<file path="config.mk">
export PLATFORM = sky130hd
export DESIGN_NAME = core_mem_bridge
export DESIGN_NICKNAME = d
export VERILOG_FILES = /design/src/rtl/core_mem_bridge_pkg.sv /design/src/rtl/core_mem_bridge.sv
export SDC_FILE = /design/constraint.sdc
export NUM_CORES = 1
export LEC_CHECK = 0
export ABC_AREA = 1
export CAP_MARGIN = 25
export CORE_AREA = 2 2 164 166
export CTS_BUF_LIST = sky130_fd_sc_hd__clkbuf_8
export CTS_CLUSTER_DIAMETER = 120
export DETAILED_ROUTE_END_ITERATION = 7
export DIE_AREA = 0 0 166 168
export PLACE_DENSITY = 0.66
export SLEW_MARGIN = 25
export SYNTH_ARGS = -nofsm -noshare
export SYNTH_HDL_FRONTEND = slang
export SYNTH_SLANG_ARGS = --single-unit
</file>
<file path="constraint.sdc">
create_clock -name clk -period 2.6 [get_ports clk]
set_input_delay 0.52 -clock clk [delete_from_list [all_inputs] [get_ports clk]]
set_output_delay 0.52 -clock clk [all_outputs]
set_load 0.05 [all_outputs]
</file>
<file path="src/rtl/core_mem_bridge_pkg.sv">
// Shared types and helpers for the core/BRAM bridge.
package core_mem_bridge_pkg;

    // Run-control states of the bridge.
    typedef enum logic [1:0] {
        StIdle  = 2'd0,
        StPrime = 2'd1,
        StRun   = 2'd2,
        StDone  = 2'd3
    } state_e;

    localparam logic [31:0] DEFAULT_TOHOST_ADDR = 32'h0000_FFF0;

    // True when a byte address falls inside a BRAM of 2^addr_w words.
    function automatic logic addr_in_range(input logic [31:0] addr, input int unsigned addr_w);
        return (addr >> (addr_w + 2)) == 32'd0;
    endfunction

endpackage

</file>
<file path="src/rtl/core_mem_bridge.sv">
// Bridge between the RV32I core and an external simple-dual-port BRAM.
// Owns the core's raddr register and reset, gives the host load/readback
// access while the core is held in reset, and ends a run on a tohost store
// or when the RUN-cycle limit is reached.
module core_mem_bridge
    import core_mem_bridge_pkg::*;
#(
    parameter int unsigned ADDR_W      = 14,
    parameter logic [31:0] RESET_PC    = 32'h0,
    parameter logic [31:0] TOHOST_ADDR = DEFAULT_TOHOST_ADDR,
    parameter int unsigned MAX_CYCLES  = 0
) (
    input  logic              clk,
    input  logic              rst_n,
    input  logic              start,
    output logic              busy,
    output logic              halted,
    output logic              timeout,
    output logic [31:0]       tohost,
    output logic [31:0]       cycle_cnt,
    input  logic              h_cmd_valid,
    output logic              h_cmd_ready,
    input  logic              h_cmd_we,
    input  logic [31:0]       h_cmd_addr,
    input  logic [31:0]       h_cmd_wdata,
    output logic              h_rsp_valid,
    output logic [31:0]       h_rsp_rdata,
    output logic              core_rst_n,
    output logic [31:0]       core_raddr,
    output logic [31:0]       core_mem_data,
    input  logic [31:0]       core_raddr_next,
    input  logic [31:0]       core_waddr,
    input  logic [31:0]       core_wdata,
    input  logic              core_wen,
    output logic [ADDR_W-1:0] bram_addr_a,
    input  logic [31:0]       bram_rdata_a,
    output logic              bram_we_b,
    output logic [ADDR_W-1:0] bram_addr_b,
    output logic [31:0]       bram_wdata_b
);

    state_e      state_q, state_d;
    logic [31:0] raddr_q, raddr_d;
    logic [31:0] tohost_q, tohost_d;
    logic [31:0] cnt_q, cnt_d;
    logic        timeout_q, timeout_d;
    logic        rsp_valid_q, rsp_is_wr_q;
    logic        rd_oor_q, rd_oor_d;
    logic        byp_q, byp_d;
    logic [31:0] byp_data_q;

    logic        rd_en;
    logic [31:0] rd_addr;
    logic        wr_en;
    logic [31:0] wr_addr;
    logic [31:0] wr_data;
    logic        host_acc;
    logic [31:0] rd_word;

    assign busy        = (state_q == StPrime) || (state_q == StRun);
    assign halted      = (state_q == StDone);
    assign core_rst_n  = (state_q == StRun);
    assign h_cmd_ready = ((state_q == StIdle) || (state_q == StDone)) && !start;
    assign host_acc    = h_cmd_ready && h_cmd_valid;

    assign timeout   = timeout_q;
    assign tohost    = tohost_q;
    assign cycle_cnt = cnt_q;
    assign core_raddr = raddr_q;

    assign bram_addr_a  = rd_addr[ADDR_W+1:2];
    assign bram_we_b    = wr_en;
    assign bram_addr_b  = wr_addr[ADDR_W+1:2];
    assign bram_wdata_b = wr_data;

    // BRAM is read-first, so a same-word write last cycle must be forwarded.
    assign rd_word       = rd_oor_q ? 32'd0 : (byp_q ? byp_data_q : bram_rdata_a);
    assign core_mem_data = rd_word;
    assign h_rsp_valid   = rsp_valid_q;
    assign h_rsp_rdata   = rsp_is_wr_q ? 32'd0 : rd_word;

    // Next-state, port A/B selection and run bookkeeping.
    always_comb begin
        state_d   = state_q;
        raddr_d   = raddr_q;
        tohost_d  = tohost_q;
        cnt_d     = cnt_q;
        timeout_d = timeout_q;
        rd_en     = 1'b0;
        rd_addr   = 32'd0;
        wr_en     = 1'b0;
        wr_addr   = 32'd0;
        wr_data   = 32'd0;
        unique case (state_q)
            StIdle, StDone: begin
                if (start) begin
                    state_d   = StPrime;
                    cnt_d     = 32'd0;
                    timeout_d = 1'b0;
                end else if (h_cmd_valid) begin
                    if (h_cmd_we) begin
                        wr_en   = addr_in_range(h_cmd_addr, ADDR_W);
                        wr_addr = h_cmd_addr;
                        wr_data = h_cmd_wdata;
                    end else begin
                        rd_en   = 1'b1;
                        rd_addr = h_cmd_addr;
                    end
                end
            end
            StPrime: begin
                rd_en   = 1'b1;
                rd_addr = RESET_PC;
                raddr_d = RESET_PC;
                state_d = StRun;
            end
            StRun: begin
                rd_en   = 1'b1;
                rd_addr = core_raddr_next;
                raddr_d = core_raddr_next;
                if (cnt_q != 32'hFFFF_FFFF) begin
                    cnt_d = cnt_q + 32'd1;
                end
                if (core_wen && (core_waddr == TOHOST_ADDR)) begin
                    // A tohost store wins over a coincident timeout.
                    tohost_d = core_wdata;
                    state_d  = StDone;
                end else begin
                    if (core_wen) begin
                        wr_en   = addr_in_range(core_waddr, ADDR_W);
                        wr_addr = core_waddr;
                        wr_data = core_wdata;
                    end
                    if ((MAX_CYCLES != 0) && (cnt_q == MAX_CYCLES - 1)) begin
                        state_d   = StDone;
                        timeout_d = 1'b1;
                    end
                end
            end
            default: state_d = StIdle;
        endcase
        rd_oor_d = rd_en && !addr_in_range(rd_addr, ADDR_W);
        byp_d    = rd_en && wr_en && (wr_addr[ADDR_W+1:2] == rd_addr[ADDR_W+1:2]);
    end

    // State and datapath registers with synchronous active-low reset.
    always_ff @(posedge clk) begin
        if (!rst_n) begin
            state_q     <= StIdle;
            raddr_q     <= RESET_PC;
            tohost_q    <= 32'd0;
            cnt_q       <= 32'd0;
            timeout_q   <= 1'b0;
            rsp_valid_q <= 1'b0;
            rsp_is_wr_q <= 1'b0;
            rd_oor_q    <= 1'b0;
            byp_q       <= 1'b0;
            byp_data_q  <= 32'd0;
        end else begin
            state_q     <= state_d;
            raddr_q     <= raddr_d;
            tohost_q    <= tohost_d;
            cnt_q       <= cnt_d;
            timeout_q   <= timeout_d;
            rsp_valid_q <= host_acc;
            rsp_is_wr_q <= host_acc && h_cmd_we;
            rd_oor_q    <= rd_oor_d;
            byp_q       <= byp_d;
            byp_data_q  <= wr_data;
        end
    end

endmodule

</file>
==> impl_results.md <==
* Hold Crit Start: core_raddr[0]
* Clk sink count at 134
* Post-route DRC violation count at 0
* Largest driver fanout on the critical path at 7
* Crit path time final at 2731 ps
* YS warnings at 0
* Worst slew margin relative to its limit at 51.89%
* Pre-CTS setup slack at -242.4 ps
* Max stage delay on crit path at 340 ps
* Number of cells on the worst reg-to-reg path at 21
* Endpoint with the worst hold slack: core_raddr[0]
* Antenna Violating Nets Remaining at 0
* Setup repair after global routing missed its margin: yes
* Setup slack of the most critical reg-to-reg path at -40 ps
* Count of hold-fix buffers inserted at cts at 0
* Clock skew at 14.94 ps
* First-pass GRT wire length at 55,140 µm
* Number of cells traversed by the worst hold path at 2
* Std-Cell Rows at 60
* Mapped cell area at 7660 µm²
* Violations in the final reports: setup timing
* Antenna violations before repair at 3
* Dpl hpwl at 26,760 µm
* Syn Nets at 1,431
* TritonCTS Buffers at 17
* Clock Path Buffers at 2
* Overall Global Routing Usage at 25.15%
* RePlAce Congestion at 0.9233
* Flip-flop and latch count after synthesis at 134
* Starting DRC count in detailed routing at 662
* Area of the die at 27,890 µm²
* Count of buffers from port buffering at 421
* Vias in the first global route at 9,562
* Count of max-cap constraint violations at 0
* Pins over their slew limit at 0
* Clk Tree Root Cell: clkbuf_8
* Number of flops mapped to enable cells by yosys at 0
* Share of the clock period used by the worst path after layout at 105.0%
* Peak supply drop at 0.6222 mV
* Fraction of final layout cells sized beyond drive strength 1 at 32.49%
* Pin count of the biggest net entering global routing at 106
* Initial core utilization at 29.07%
* Number of levels in the clock H-tree at 4
* Run status: finished, violations left
* Register area share after synthesis at 35.02%
* Crit start category: flop
* Layout area overhead at 100.7%
* First-pass iteration count of the detailed router at 5
* Width of the chip at 166 µm
* Critical path start-end classification: reg -> out
* Tightest Pin Transition at 721.6 ps
* Average via count per standard cell at 4.876
* Total grt overflow at 0
* Critical Path, Cell by Cell: inv_2 -> ha_4 -> nand2_4 -> nor2_4 -> nand2_4 -> clkinv_8 -> buf_8 -> buf_16 -> nand3_2 -> nand2_2 -> nand2_2 -> inv_2 -> buf_12
* Cell Count Post-Placement at 2,002
* Finished Core Util at 58.33%
* Worst Setup End Kind: output pin
* CP Data Required Time at 2080 ps
* Main flop type after synthesis: dfxtp_1
* Fin worst setup slack at -130.5 ps
* Clock tree from TritonCTS: done
* Placeable core region at 26,350 µm²
* Total number of vias at 10,320
* Clk pin slew, worst setup/hold paths at 100 ps
* # nets final at 1,964
* Synth unique cells at 43
* Height of the chip at 168 µm
* Areal power density over the cells at 748.4 nW/µm²
* Fmax achieved at 0.3662 GHz
* Synth Instances at 1,229
* Share of async-settable or async-resettable flops after synthesis at 0%
* Final standard cell count with taps included and fillers excluded at 2,117
* Setup violation total in the final timing report at 52
* Reg-to-reg endpoint: byp_q
* Count of final hold-check violations at 0
* Final Power at 11.50 mW
* Post-Synthesis Mean Instance Area at 6.233 µm²
* Path type of the worst min-delay path: reg -> reg
* Startpoint of the most critical register-to-register path: state_q[0]
* Aggregate routed wire length at 38,680 µm
* WL per Instance at 18.27 µm
* CP max stage cell: dfxtp_2
* Setup TNS after final layout at -3302 ps
* Static leakage at 6.412 nW
* CP arrival at 2210 ps
* Number of primary I/O pins at 425
* Clock insertion delay at the later pin of the skew report at 440 ps
## cells in the mapped netlist, drive strengths merged, types with 2 or more instances
cell type | instances | area (µm²)
nand2 | 276 | 1079
nor2 | 238 | 935.9
nor3 | 149 | 750.7
dfxtp | 134 | 2683
inv | 118 | 452.9
a21oi | 58 | 294.0
o21ai | 56 | 317.8
clkbuf | 47 | 176.4
nand3 | 40 | 200.2
nor4 | 34 | 212.7
buf | 28 | 182.7
a31oi | 10 | 62.56
nand4 | 10 | 62.56
ha | 4 | 50.05
o21a | 4 | 30.03
xnor2 | 4 | 35.03
nand3b | 3 | 22.52
xor2 | 3 | 26.28
a2bb2oi | 2 | 17.52
and3 | 2 | 12.51
clkinv | 2 | 7.510
nor3b | 2 | 15.01
## cell families after synthesis
logic type	share of synthesized area (%)
and+or+nand+nor	43.25
buffers and inverters	10.70
DFF	35.02
AOI/OAI and AO/OA	9.523
xor gates and xnor gates	0.8004
adders and majority gates	0.6534
other	0.04896
## layout make-up
type | instances | area [µm²]
fillers | 2442 | 10980
repair buffers | 589 | 6369
multi-input cells | 900 | 4992
flip-flops and latches | 134 | 2691
inverters | 120 | 480.5
well taps | 341 | 426.7
clock buffers | 18 | 247.7
clock inverters | 12 | 155.1
diodes | 3 | 7.507
## repair_timing
| item | in CTS | in global routing |
|---|---|---|
| setup endpoints to repair | 61 | 63 |
| cloned | 9 | 5 |
| resized for setup | 141 | 140 |
| setup buffers | 46 | 26 |
| pin swaps | 26 | 35 |
## power breakdown
part / internal (mW) / switching (mW)
Clock: 0.966 / 0.901
Combinational: 2.98 / 4.34
Sequential: 2.19 / 0.121
## state kept, by name (all words and copies together) (netlist names)
signal,count
rd_oor_q,1
rsp_is_wr_q,1
h_rsp_valid,1
tohost,32
cycle_cnt,32
byp_data_q,32
state_q,2
core_raddr,32
byp_q,1
## worst max path at each step
stage | from | to | slack, ps | cells past startpoint
after global routing | state_q[0] | bram_we_b | -210 | 13
after CTS | state_q[0] | bram_wdata_b[9] | -150 | 13
after detailed placement | core_waddr[16] | bram_wdata_b[24] | -240 | 13
after floorplan | state_q[0] | bram_wdata_b[12] | -10 | 8
after global placement | core_waddr[12] | bram_wdata_b[24] | -240 | 12
final | state_q[0] | bram_we_b | -130 | 13
## through the flow
stage / instance area, µm² / hold WS [ps]
5_1_grt: 15370 / 487.4
6_report: 15370 / 459.5
2_1_floorplan: 7931 / 470.4
3_5_place_dp: 13450 / 447.4
3_3_place_gp: 13450 / 445.1
4_1_cts: 14660 / 461.1
## worst max-delay path, delay by kind of cell, from the launching register on
| kind | cells | cell delay, ps |
|---|---|---|
| buffers and inverters | 6 | 660 |
| AND/OR/NAND/NOR | 6 | 500 |
| flip-flops | 1 | 340 |
| adder cells (fa/ha/maj) | 1 | 270 |
## cell usage in the layout (no fill, tap or decap), types with 37 or more instances in the layout
| master | synthesis | layout |
|---|---|---|
| nor3_1 | 148 | 146 |
| nor2_2 | 8 | 42 |
| nand2_2 | 5 | 45 |
| inv_1 | 112 | 81 |
| dfxtp_1 | 134 | 129 |
| nand2_1 | 267 | 199 |
| a21oi_1 | 57 | 57 |
| clkdlybuf4s50_1 | 0 | 260 |
| buf_4 | 9 | 197 |
| nor2_1 | 227 | 184 |
| buf_12 | 0 | 76 |
| nand3_1 | 40 | 37 |
## per-layer routing
layer  up-vias  share of wire (%)  GRT usage [%]
met5         -                  0              0
met4         0                4.3          11.49
met3        86                6.5          5.078
met2       450                 48          42.43
met1      4726                 41          30.96
li1       5061                  -              -
No activity file was read; power rests on OpenSTA's default activity.
